### src/rtl/mul_pkg.sv
// Shared types and constants for the sequential multiply controller.
// MUL_LATENCY is the MulStall length in cycles, used by hazard logic and the bench.
package mul_pkg;

    localparam int unsigned MUL_WIDTH   = 32;
    localparam int unsigned MUL_CNT_W   = 6;
    localparam int unsigned MUL_LATENCY = MUL_WIDTH + 1;

    typedef enum logic [1:0] {IDLE, RUN, DONE} mulState;

endpackage

### src/rtl/mul_shift_add_step.sv
// One radix-2 iteration: conditionally add the multiplicand into the upper half,
// then shift {carry, acc, multiplier} right by one.
module mul_shift_add_step #(
    parameter int unsigned WIDTH = mul_pkg::MUL_WIDTH
) (
    input  logic [WIDTH-1:0]   mcand,
    input  logic [2*WIDTH-1:0] prodIn,
    output logic [2*WIDTH-1:0] prodOut
);

    logic [WIDTH:0] sum;

    always_comb begin
        sum = {1'b0, prodIn[2*WIDTH-1:WIDTH]};
        if (prodIn[0]) begin
            sum = sum + {1'b0, mcand};
        end
        prodOut = {sum, prodIn[WIDTH-1:1]};
    end

endmodule

### src/rtl/mul_seq_ctrl.sv
// Iterative shift-add multiply controller for EX; stalls the pipe for WIDTH+1 cycles.
// Define MUL_SIGNED_EN to honour Signed_ex (magnitude conversion plus final negate).
module mul_seq_ctrl #(
    parameter int unsigned WIDTH = mul_pkg::MUL_WIDTH,
    parameter int unsigned CNT_W = mul_pkg::MUL_CNT_W
) (
    input  logic             clk,
    input  logic             rst_n,
    input  logic             MUL_ex,
    input  logic             Signed_ex,
    input  logic [WIDTH-1:0] RsData_ex,
    input  logic [WIDTH-1:0] RtData_ex,
    input  logic             Flush,
    output logic             MulStall,
    output logic             MulDone,
    output logic             Busy,
    output logic [WIDTH-1:0] Hi,
    output logic [WIDTH-1:0] Lo
);

    import mul_pkg::*;

    mulState            state;
    logic [CNT_W-1:0]   cnt;
    logic [WIDTH-1:0]   mcand;
    logic [2*WIDTH-1:0] prod;
    logic [2*WIDTH-1:0] prodNext;
    logic [2*WIDTH-1:0] result;
    logic [WIDTH-1:0]   rsMag;
    logic [WIDTH-1:0]   rtMag;
    logic               start;

    assign start = (state == IDLE) && MUL_ex && !Flush;

`ifdef MUL_SIGNED_EN
    logic sign;

    always_comb begin
        rsMag  = (Signed_ex && RsData_ex[WIDTH-1]) ? -RsData_ex : RsData_ex;
        rtMag  = (Signed_ex && RtData_ex[WIDTH-1]) ? -RtData_ex : RtData_ex;
        result = sign ? -prodNext : prodNext;
    end

    always_ff @(posedge clk or negedge rst_n) begin
        if (!rst_n) begin
            sign <= 1'b0;
        end else if (start) begin
            sign <= Signed_ex & (RsData_ex[WIDTH-1] ^ RtData_ex[WIDTH-1]);
        end
    end
`else
    logic unusedSigned;

    assign unusedSigned = Signed_ex;
    assign rsMag        = RsData_ex;
    assign rtMag        = RtData_ex;
    assign result       = prodNext;
`endif

    mul_shift_add_step #(
        .WIDTH(WIDTH)
    ) uStep (
        .mcand  (mcand),
        .prodIn (prod),
        .prodOut(prodNext)
    );

    // Gated by rst_n so a held MUL_ex cannot stall the pipe while in reset.
    assign MulStall = rst_n && (start || (state == RUN));
    assign Busy     = (state == RUN);

    always_ff @(posedge clk or negedge rst_n) begin
        if (!rst_n) begin
            state   <= IDLE;
            cnt     <= '0;
            mcand   <= '0;
            prod    <= '0;
            Hi      <= '0;
            Lo      <= '0;
            MulDone <= 1'b0;
        end else begin
            MulDone <= 1'b0;
            case (state)
                IDLE: begin
                    if (start) begin
                        mcand <= rsMag;
                        prod  <= {{WIDTH{1'b0}}, rtMag};
                        cnt   <= CNT_W'(WIDTH);
                        state <= RUN;
                    end
                end
                RUN: begin
                    if (Flush) begin
                        state <= IDLE;
                    end else begin
                        prod <= prodNext;
                        cnt  <= cnt - CNT_W'(1);
                        // Last iteration: product lands in Hi/Lo as DONE is entered.
                        if (cnt == CNT_W'(1)) begin
                            state   <= DONE;
                            Hi      <= result[2*WIDTH-1:WIDTH];
                            Lo      <= result[WIDTH-1:0];
                            MulDone <= 1'b1;
                        end
                    end
                end
                DONE:    state <= IDLE;
                default: state <= IDLE;
            endcase
        end
    end

endmodule

### config.mk
export PLATFORM = sky130hd
export DESIGN_NAME = mul_seq_ctrl
export DESIGN_NICKNAME = d
export VERILOG_FILES = /design/src/rtl/mul_pkg.sv /design/src/rtl/mul_shift_add_step.sv /design/src/rtl/mul_seq_ctrl.sv
export SDC_FILE = /design/constraint.sdc
export NUM_CORES = 1
export LEC_CHECK = 0
export BUFFER_PORTS_ARGS = -buffer_cell sky130_fd_sc_hd__buf_4
export CORE_MARGIN = 2
export CORE_UTILIZATION = 40
export CTS_CLUSTER_DIAMETER = 50
export DETAILED_ROUTE_END_ITERATION = 7
export PLACE_DENSITY = 0.61
export SLEW_MARGIN = 0
export SYNTH_ARGS = -nofsm -noshare
export SYNTH_HDL_FRONTEND = slang
export SYNTH_SLANG_ARGS = --single-unit
### constraint.sdc
create_clock -name clk -period 2.5 [get_ports clk]
set_clock_uncertainty 0.05 [all_clocks]
set_input_delay 0.625 -clock clk [delete_from_list [all_inputs] [get_ports clk]]
set_output_delay 0.625 -clock clk [all_outputs]
set_load 0.005 [all_outputs]
======== Word level (Yosys, flattened, before mapping) ========
Index checks and enable logic that the tools add are counted.
storage, ports and cells
  bits in writable memories ............... 0
  logic and storage cells ................. 40
  memory bits (read-only) ................. 0
  latch bits .............................. 0
  register bits after elaboration ......... 169
  output and inout bits ................... 67
  input port bits ......................... 69
  memories kept ........................... 0
operators by class
  multipliers ............................. 0
  bitwise operators ....................... 1
  magnitude comparators ................... 0
  multiplexer cells ....................... 14
  div/mod/pow operators ................... 0
  shift-type cells ........................ 0
  $add $sub $neg .......................... 2
  eq/ne operators ......................... 5
  reductions and logical operators ........ 11
operators by type and width
  kind                                                   count
  two-way mux 64 bit                                     2
  one-hot mux 64 bit (2 select lines)                    1
  adder 32 x 32 -> 33 bit                                1
  two-way mux 33 bit                                     1
  two-way mux 6 bit                                      2
  one-hot mux 6 bit (2 select lines)                     1
  equality test 6 x 1 -> 1 bit, second input constant    1
  two-way mux 2 bit                                      3
  AND reduction 3 bit                                    2
  subtractor 6 x 1 -> 6 bit, second input constant       1
  inequality test 2 bit, second input constant           2
  one-hot mux 2 bit (2 select lines)                     1
  AND reduction 2 bit                                    2
  logical AND 1 bit                                      3
  two-way mux 1 bit                                      3
  inequality test 3 x 2 -> 1 bit, second input constant  1
  equality test 2 x 1 -> 1 bit, second input constant    1
  zero test 2 bit                                        1
  nonzero test 2 bit                                     1
  zero test 1 bit                                        1
  logical OR 1 bit                                       1
  inverter 1 bit                                         1

======== Depth between registers and ports, before layout ========
  word-level depth ........................ 5
  gate-level depth with buffers ........... 10
  mapped depth without buffers ............ 10

======== By module ========
A second synthesis with hierarchy kept.
second synthesis, totals
  cell total of the unflattened synthesis .. 859
  area total of the unflattened synthesis .. 9,350.2 um^2
modules (own cells, without submodules)
  module              area an instance (um^2)  times used  cells each
  mul_seq_ctrl        6,969.2                  1           532
  mul_shift_add_step  2,381.0                  1           327

======== Worst setup path after synthesis ========
OpenSTA, ideal clock, no wires.
  path kind ............................... flip-flop to flip-flop
  from .................................... register mcand[0]
  to ...................................... register Hi[9]
  clock period less this slack ............ 2,380 ps
  data arrival time ....................... 2,209 ps
  stages on the path, launching flop included .. 11
  path buffers ............................ 0
  path slack .............................. 120 ps
  required time ........................... 2,328 ps
  path through ............................ dfrtp_1 ha_1 fa_1 a21oi_1 o211ai_1 a21o_1 a21oi_1 o21bai_1 a21oi_1 mux2i_1 nand2_1
between the ends
  word-level cells in the longest chain between the ends .. 2
ends and longest elaborated chain
  what                     RTL line                  source
  from (decl)              mul_seq_ctrl.sv:25        logic [WIDTH-1:0] mcand;
  from (signal assigned)   mul_seq_ctrl.sv:86        mcand <= rsMag;
  adder 32 x 32 -> 33 bit  mul_shift_add_step.sv:16  sum = sum + {1'b0, mcand};
  two-way mux 33 bit       mul_shift_add_step.sv:15  if (prodIn[0]) begin
  to (signal assigned)     mul_seq_ctrl.sv:101       Hi <= result[2*WIDTH-1:WIDTH];
  to (decl)                mul_seq_ctrl.sv:17        output logic [WIDTH-1:0] Hi,
Every way passes these cells.
A chain may end at the register's enable or synchronous reset.

======== Final worst setup path ========
  from .................................... register prod[48]
  to ...................................... register Hi[26]
between the ends
  word-level cells in the longest chain between the ends .. 2
ends and longest elaborated chain
  what                     RTL line                  source
  from (decl)              mul_seq_ctrl.sv:26        logic [2*WIDTH-1:0] prod;
  from (signal assigned)   mul_seq_ctrl.sv:87        prod <= {{WIDTH{1'b0}}, rtMag};
  from (signal assigned)   mul_seq_ctrl.sv:96        prod <= prodNext;
  adder 32 x 32 -> 33 bit  mul_shift_add_step.sv:16
  two-way mux 33 bit       mul_shift_add_step.sv:15
Every way passes these cells.

==> out/qor.yml <==
status: "complete, but fails checks"
violations: "negative setup slack"
grt_overflow: 0
drive_above_1_share_pct: 32.6
drc: 0
p_leak_nw: 5.97
worst-path-buf-inv: 3
ios: 136
setup_violations: 13
required_ns: 2.76
synth_edf_count: 0
period_share_pct: 102
path_max_fanout: 2
maxCapViolations: 0
syn_area_per_cell_sq_um: 9.13
synth_top_family_by_area: "simple AND/OR/NAND/NOR gates"
final_core_util_pct: 55.6
seqPwrFrac_pct: 32.1
start_kind: "register"
cp.arrival_ns: 2.82
die-width_um: 153
fillerInstances: 1997
critical_path.top_delay_family: "compound AO/OA/AOI/OAI gates"
synthesis.instances: 971
postCtsHoldBufs: 0
place_area_sq_um: 10800
place_congestion: 0.881
cts_buffer_depth: 2
grtUsageTotal_pct: 20.7
viasPerCell: 5.18
yosysSeqAreaShare_pct: 47.7
swShare_pct: 39.0
synthSimpleGateAreaFrac_pct: 18.7
yosysUniqueCellTypes: 60
share_comb_of_total_power_pct: 47.2
rr_worst_depth: 12
drv_slew: 0
wirelength_mm: 24.3
total_power_mw: 13.1
p_int_mw: 7.98
io_buffers: 134
synth_area_sq_um: 8870
fmax_mhz: 391
htree_levels: 4
path_depth: 12
rows: 54
final_common_cell: "nand2_1"
antenna_cells: 0
crit_type: "reg2reg"
mostFrequentLayoutCells: "280 x nand2_1, 242 x buf_4, 167 x dfrtp_1"
rsz0062_at_grt: "yes"
clock-root-buffer: "clkbuf_16"
path_common_cell: "buf_4"
core_area_sq_um: 21800
power_frac_clock_pct: 20.7
drt-initial-drc-count: 486
nNetsFinal: 1290
synth-main-ff-cell: "dfrtp_1"
dr.pass1.iters: 5
synthMuxAreaShare_pct: 5.88
cts_tree: "built"
layout.cells.non_filler: 1479
seq_area_sq_um: 4230
layout_min_cycle_time_ns: 2.56
cts_sinks: 169
synth-compound-area-share_pct: 15.5
area_growth_pct: 36.8
grt_pass1_vias: 7431
slowest_stage: "dfrtp_1"
clk_latency_ns: 0.44
rrSetupSlack_ns: -0.06
irDropWorstVdd_v: 0.000502
dp_slack_ns: -0.328
dieArea_sq_um: 23400
endpoint_kind: "register"
maxSlewHeadroom_pct: 45.1
numCtsBuffers: 17
synth-async-reset-ratio_pct: 100
path_clk_slew_ns: 0.07
final_hold_viol_count: 0
dpl.cell_count: 1437
wl_per_cell_um: 16.4
synth-seq-cells: 169
fin_area_sq_um: 12100
setup_ws_ns: -0.0596
hpwl_mm: 16.6
setup-tns-final_ns: -0.346
ant_nets: 0
hold_class: "in2async"
hold_slack_ns: 0.180
die-height_um: 153
start_util_pct: 40.6
grt_first_pass_wirelength_mm: 39.1
vias: 7665
synth-adder-area-share_pct: 5.02
cp_cell_sequence: "ha_4 -> a21oi_4 -> o21bai_4 -> a2111oi_4 -> buf_4 -> o211ai_1 -> o21bai_1 -> buf_4 -> xnor2_2 -> mux2i_2 -> buf_4 -> o21ai_2"
tightest_slew_ns: 0.823
critPathMaxStageDelay_ns: 0.41
r2r_end: "Hi[26]$_DFFE_PN0P_"
power.density_nw_per_um2: 1080
grt_max_degree: 105
rr_startpoint: "prod[48]$_DFFE_PN0P_"
synth_xor_area_share_pct: 2.96
syn-num-nets: 1075
multi_input_area_sq_um: 4940
switchingPower_mw: 5.10
antenna_found_initial: 0
yosysWarnings: 0
layer usage:
layer	track usage, %	share of wire, %	vias to the layer above	routed length, um
li1	-	-	3789	-
met3	4.11	4.5	16	1100
met5	0	0	-	0
met1	29.2	47	3697	11400
met4	5.03	0.86	0	209
met2	33.1	48	163	11600
worst max-delay path by stage:
| stage | from | end | slack [ns] |
|---|---|---|---|
| global route | prod[48]$_DFFE_PN0P_ | Hi[26]$_DFFE_PN0P_ | -0.19 |
| finish | prod[48]$_DFFE_PN0P_ | Hi[26]$_DFFE_PN0P_ | -0.06 |
| floorplan | mcand[0]$_DFFE_PN0P_ | Hi[9]$_DFFE_PN0P_ | 0.12 |
| global placement | mcand[16]$_DFFE_PN0P_ | prod[58]$_DFFE_PN0P_ | -0.31 |
| detailed placement | mcand[16]$_DFFE_PN0P_ | Hi[26]$_DFFE_PN0P_ | -0.33 |
| CTS | mcand[16]$_DFFE_PN0P_ | Hi[26]$_DFFE_PN0P_ | -0.07 |
cells by family (layout without fill, tap and decap cells):
group | after synthesis | after routing
and+or+nand+nor | 391 | 391
muxes | 52 | 52
AOI/OAI and AO/OA | 227 | 227
xor gates and xnor gates | 30 | 30
DFF | 169 | 169
adders and majority gates | 35 | 35
buffers and inverters | 67 | 295
power groups by stage:
stage,registers [mW],logic [mW],clock network (mW)
2_1_floorplan,4.08,3.08,0
3_3_place_gp,4.17,5.12,0
3_5_place_dp,4.19,5.17,0
4_1_cts,4.18,5.59,2.77
5_1_grt,4.33,6.77,2.89
6_report,4.20,6.17,2.71
synth_stat cells (4+ instances only):
cell	count	share of area, %
nand2_1	286	12
dfrtp_1	169	48
o21ai_0	99	5.6
mux2i_1	51	5.8
a21oi_1	45	2.5
ha_1	34	4.8
clkbuf_1	33	1.4
nor2_1	32	1.4
xnor2_1	23	2.3
a21o_1	17	1.4
nand3_1	16	0.90
inv_1	12	0.51
a31oi_1	11	0.78
nor3_1	11	0.62
and3_1	10	0.71
clkbuf_8	10	1.6
nand4_1	8	0.56
a211oi_1	7	0.59
xor2_1	7	0.69
o21bai_1	6	0.51
a32oi_1	5	0.49
buf_2	5	0.28
o211ai_1	5	0.42
o21a_1	5	0.42
a22o_1	4	0.40
buf_1	4	0.17
nor2b_1	4	0.28
or3_1	4	0.28
final cells by class:
type	count	share of cell area, %
Clock buffer	17	3.51
Clock inverter	15	1.55
Inverter	12	0.371
Multi-Input combinational cell	735	40.8
Sequential cell	169	34.9
Tap cell	280	2.89
Timing Repair Buffer	251	16.0
state kept, by name (all words and copies together) (netlist names):
register,flops
Hi,32
Lo,32
MulDone,1
cnt,6
mcand,32
prod,64
state,2
timing repair:
action                     4_1_cts  5_1_grt
setup endpoints to repair       50       48
resized for setup               64       85
buffers inserted                 4        8
pin swaps                       24       47
No activity file was read; power rests on OpenSTA's default activity.
